--- src/rtl/dmx4_frame_pkg.sv ---
// rtl/dmx4_frame_pkg.sv - shared state and mode encodings for the 1-to-4 frame demultiplexer
package dmx4_frame_pkg;

    typedef enum logic [1:0] {
        ST_EMPTY   = 2'd0,
        ST_PARTIAL = 2'd1,
        ST_FULL    = 2'd2
    } state_t;

    localparam logic MODE_SEL = 1'b0;
    localparam logic MODE_RR  = 1'b1;

    localparam logic [3:0] MASK_ALL = 4'b1111;

endpackage

--- src/rtl/dmx4.sv ---
// rtl/dmx4.sv - combinational enabled 2-to-4 one-hot decoder
module dmx4 (
    input  logic       en,
    input  logic [1:0] s,
    output logic [3:0] y
);

    always_comb begin
        y = 4'b0000;
        if (en) begin
            y[s] = 1'b1;
        end
    end

endmodule

--- src/rtl/dmx4_frame.sv ---
// rtl/dmx4_frame.sv - registered 1-to-4 demux with round-robin pointer and frame completion tracking
module dmx4_frame
    import dmx4_frame_pkg::*;
#(
    parameter int WIDTH = 8
) (
    input  logic             clk,
    input  logic             reset_n,
    input  logic             i_valid,
    input  logic [WIDTH-1:0] i_data,
    input  logic [1:0]       i_sel,
    input  logic             i_mode,
    input  logic             i_clear,
    output logic [WIDTH-1:0] o_d0,
    output logic [WIDTH-1:0] o_d1,
    output logic [WIDTH-1:0] o_d2,
    output logic [WIDTH-1:0] o_d3,
    output logic [3:0]       o_valid,
    output logic             o_full,
    output logic             o_frame,
    output logic [1:0]       o_ptr
);

    state_t     state;
    state_t     state_next;
    logic [3:0] mask;
    logic [3:0] mask_next;
    logic       frame_next;
    logic       wr;
    logic [1:0] target;
    logic [3:0] load_1h;

    // Clear takes priority, so a colliding write never reaches the decoder.
    assign wr     = i_valid & ~i_clear;
    assign target = (i_mode == MODE_SEL) ? i_sel : o_ptr;

    dmx4 u_dmx4 (
        .en (wr),
        .s  (target),
        .y  (load_1h)
    );

    always_comb begin
        state_next = state;
        mask_next  = mask;
        frame_next = 1'b0;
        if (i_clear) begin
            state_next = ST_EMPTY;
            mask_next  = 4'b0000;
        end else if (wr) begin
            case (state)
                ST_FULL: begin
                    mask_next  = load_1h;
                    state_next = ST_PARTIAL;
                end
                default: begin
                    mask_next  = mask | load_1h;
                    state_next = (mask_next == MASK_ALL) ? ST_FULL : ST_PARTIAL;
                    frame_next = (mask_next == MASK_ALL);
                end
            endcase
        end
    end

    always_ff @(posedge clk or negedge reset_n) begin
        if (!reset_n) begin
            state   <= ST_EMPTY;
            mask    <= 4'b0000;
            o_frame <= 1'b0;
            o_valid <= 4'b0000;
            o_ptr   <= 2'd0;
        end else begin
            state   <= state_next;
            mask    <= mask_next;
            o_frame <= frame_next;
            o_valid <= load_1h;
            if (i_clear) begin
                o_ptr <= 2'd0;
            end else if (wr && (i_mode == MODE_RR)) begin
                o_ptr <= o_ptr + 2'd1;
            end
        end
    end

    // Data registers are left untouched by clear; only reset zeroes them.
    always_ff @(posedge clk or negedge reset_n) begin
        if (!reset_n) begin
            o_d0 <= '0;
            o_d1 <= '0;
            o_d2 <= '0;
            o_d3 <= '0;
        end else begin
            if (load_1h[0]) o_d0 <= i_data;
            if (load_1h[1]) o_d1 <= i_data;
            if (load_1h[2]) o_d2 <= i_data;
            if (load_1h[3]) o_d3 <= i_data;
        end
    end

    assign o_full = (state == ST_FULL);

endmodule

--- config.mk ---
export PLATFORM = sky130hd
export DESIGN_NAME = dmx4_frame
export DESIGN_NICKNAME = d
export VERILOG_FILES = /design/src/rtl/dmx4_frame_pkg.sv /design/src/rtl/dmx4.sv /design/src/rtl/dmx4_frame.sv
export SDC_FILE = /design/constraint.sdc
export NUM_CORES = 1
export LEC_CHECK = 0
export ABC_CLOCK_PERIOD_IN_PS = 1650
export CAP_MARGIN = 20
export CORE_UTILIZATION = 41
export DETAILED_ROUTE_END_ITERATION = 16
export GPL_TIMING_DRIVEN = 0
export PLACE_DENSITY = 0.77
export SYNTH_ARGS = -nofsm -noshare
export SYNTH_HDL_FRONTEND = slang
export SYNTH_SLANG_ARGS = --single-unit
--- constraint.sdc ---
create_clock -name clk -period 1.65 [get_ports clk]
set_input_delay 0.33 -clock clk [delete_from_list [all_inputs] [get_ports clk]]
set_output_delay 0.33 -clock clk [all_outputs]
set_load 0.02 [all_outputs]
==> flow_summary_export.csv <==
group,metric,value,unit
synthesis,avgSynthCellArea,14.81,um^2
critical_path,critPathMaxStageDelay,450,ps
critical_path,cp_max_fo,5,
clock_network,cts_root_buffer,"clkbuf_8",
sta,rsz0062_at_grt,"yes",
die,io_pins,55,
critical_path,worstSetupEndpointType,"register",
power,ir_worst_vdd,0.001039,V
critical_path,worstPathArrival,1880,ps
critical_path,cp_cell_sequence,"mux2_4 -> nor3_4 -> buf_6 -> mux2_4",
power,p_switching,1063,uW
synthesis,yosysSeqAreaShare,62.33,%
clock_network,cts_made_buffers,5,
global_routing,grtUsageTotal,20.93,%
place,dp_hpwl,2781,um
synthesis,ys_async_sr_fraction,100.0,%
place,detailedPlace.worstSlack,-794.0,ps
place,portBuffers,53,
sta,fin_crit,1700,ps
power,clkPwrFrac,23.3,%
route,wirelength,4735,um
clock_network,cts_tree,"built",
die,dieArea,4676,um^2
die,fp-row-count,23,
outcome,status,"complete, but fails checks",
route,vias,1287,
route,viasPerCell,5.253,
sta,hold_ws,0.6588,ps
sta,setup_tns,-401.7,ps
global_routing,grt_pass1_wl,6900,um
synthesis,synth_area_leaders,"dfrtp_1 (62%), mux2_2 (16%), mux2_4 (7.5%), nor2_1 (1.7%), a21o_1 (1.2%)",
die,die_y,68.38,um
synthesis,netlist.area_leader.share,62.33,%
sta,worstMarginPinSlew,518.7,ps
power,p_comb_share,34.9,%
synthesis,syn_nets,137,
hold_path,hold_class,"input port to asynchronous set/reset pin",
clock_network,clockBufferDepth,2,
finish,antennaDiodeCount,0,
critical_path,worstSetupStartpointType,"register",
clock_network,worst_skew_pair.late_latency,290,ps
finish,final_common_cell,"dfrtp_1",
critical_path,crit_required,1830,ps
synthesis,syn_area,1807,um^2
power,powerDensity,1253,nW/um^2
route,drt_iter0_drc,28,
place,gp_congestion,0.7957,
sta,final-setup-viol-count,17,
synthesis,synth_edf_count,0,
sta,slew_headroom,65.42,%
die,dieWidth,68.38,um
outcome,violations,"negative setup slack",
power,p_int,2456,uW
sta,period_share,103.0,%
global_routing,grt_max_degree,27,
critical_path,cpMaxStageDelayCell,"dfrtp_2",
route,drc,0,
global_routing,grt_pass1_vias,1400,
flow_run,max_cap_violations,0,
synthesis,synthFlopType,"dfrtp_1",
die,coreArea,4115,um^2
route,antenna_left,0,
synthesis,ys_types,24,
power,power.leakage,0.001384,uW
critical_path,worstSetupPathType,"register to register",
clock_network,cts_sinks,45,
die,start_util,43.90,%
critical_path,crit_top_cell,"mux2_4",
sta,clock_skew,4.709,ps
synthesis,yosysTopAreaCell,"dfrtp_1",
global_routing,antenna_found_initial,0,
synthesis,synth_cells,122,
finish,utilization,68.26,%
route,wl_per_cell,19.33,um
route,firstDrtPassIters,4,
finish,n_fill_cell,283,
finish,drive_above_1_share,36.92,%
power,totalPowerFinal,3520,uW
synthesis,ys_warn_count,0,
finish,layout.nets,209,
finish,mostFrequentLayoutCells,"dfrtp_1 (43), clkdlybuf4s50_1 (39), mux2_4 (19), mux2_2 (15), dlymetal6s2s_1 (9)",
clock_network,cts.htree.levels,2,
global_routing,overflow,0,
clock_network,cts.clk_slew.worst_paths,80,ps
finish,area_growth,55.47,%
sta,setup_ws,-49.73,ps
power,switching_share,30.21,%
synthesis,ys_seq_elements,45,
power,pwr-share-seq,41.8,%
sta,max_freq,588.3,MHz
sta,drv_slew,0,
sta,hold_viol,0,
[worst paths after layout]
kind / startpoint / endpoint / slack, ps / cells past startpoint
min: reset_n / o_ptr[1] / 0.7 / 1
max: o_ptr[0] / o_d0[4] / -50 / 4
min reg2reg: o_d3[0] / o_d3[0] / 510 / 1
min in group clk: i_mode / o_ptr[0] / 420 / 4
max reg2reg: o_ptr[0] / o_d0[4] / -50 / 4
max in group asynchronous: reset_n / o_d3[0] / 1150 / 2
[power groups by stage]
stage                     combinational [uW]  sequential (uW)  clock, uW
after global placement                  1120             1470          0
final                                   1230             1470        820
after floorplan                          281             1750          0
after global routing                    1290             1500        885
after CTS                               1180             1470        843
after detailed placement                1150             1480          0
[cell families after synthesis]
family | after synthesis | synth area share (%)
AOI/OAI and AO/OA | 8 | 3.393
xor gates and xnor gates | 2 | 0.9697
buffers and inverters | 5 | 2.078
DFF | 45 | 62.33
muxes | 36 | 24.17
and+or+nand+nor | 26 | 7.064
[cell usage after synthesis, types with 2 or more instances]
cell type,number
nor2_1,8
nand3_1,2
nand2b_1,2
nor4_1,2
nor2_2,2
xor2_1,2
mux2_2,25
inv_1,2
nand2_1,6
buf_6,2
dfrtp_1,45
mux2i_1,2
mux2_4,9
a21o_1,3
[layout make-up]
cell class                 instances  area [um^2]  share of cell area (%)
buffer                             3        33.78                   1.203
clock buffer                       5        68.82                   2.450
clock inverter                     3        46.29                   1.648
inverter                           2        7.507                  0.2673
multi-input combinational         72        774.5                   27.57
sequential                        45         1129                   40.18
tap                               50        62.56                   2.227
timing repair buffer              65        686.9                   24.45
[repair_timing]
| action | CTS | global route |
|---|---|---|
| resized for setup | 12 | 34 |
| pin swaps | 3 | 2 |
| buffers inserted | 5 | 4 |
| hold buffers | 0 | 0 |
| setup endpoints to repair | 38 | 31 |
| gates cloned | 2 | 0 |
[stage by stage]
step	cells	cell area [um^2]
finish	245	2809
global route	245	2809
CTS	241	2645
detailed placement	226	2431
global placement	225	2409
floorplan	122	1815
[worst max-delay path, delay by kind of cell (launching register included)]
family                 cells  cell delay, ps
flip-flops                 1             450
multiplexers               2             630
AND/OR/NAND/NOR            1             310
buffers and inverters      1             200
[flip-flops by register name, indices dropped and copies added (netlist names)]
name,cells
o_valid,4
o_d1,8
mask,4
o_ptr,2
o_d0,8
o_d2,8
o_frame,1
state,2
o_d3,8
[layer usage]
metal / up-vias / GRT usage, % / wire [um] / share of wire [%]
li1: 569 / - / - / -
met3: 5 / 6.500 / 322 / 6.8
met4: 0 / 8.594 / 51 / 1.1
met2: 52 / 34.31 / 2366 / 50
met1: 661 / 25.41 / 1995 / 42
met5: - / 0 / 0 / 0
No activity file was read; power rests on OpenSTA's default activity.
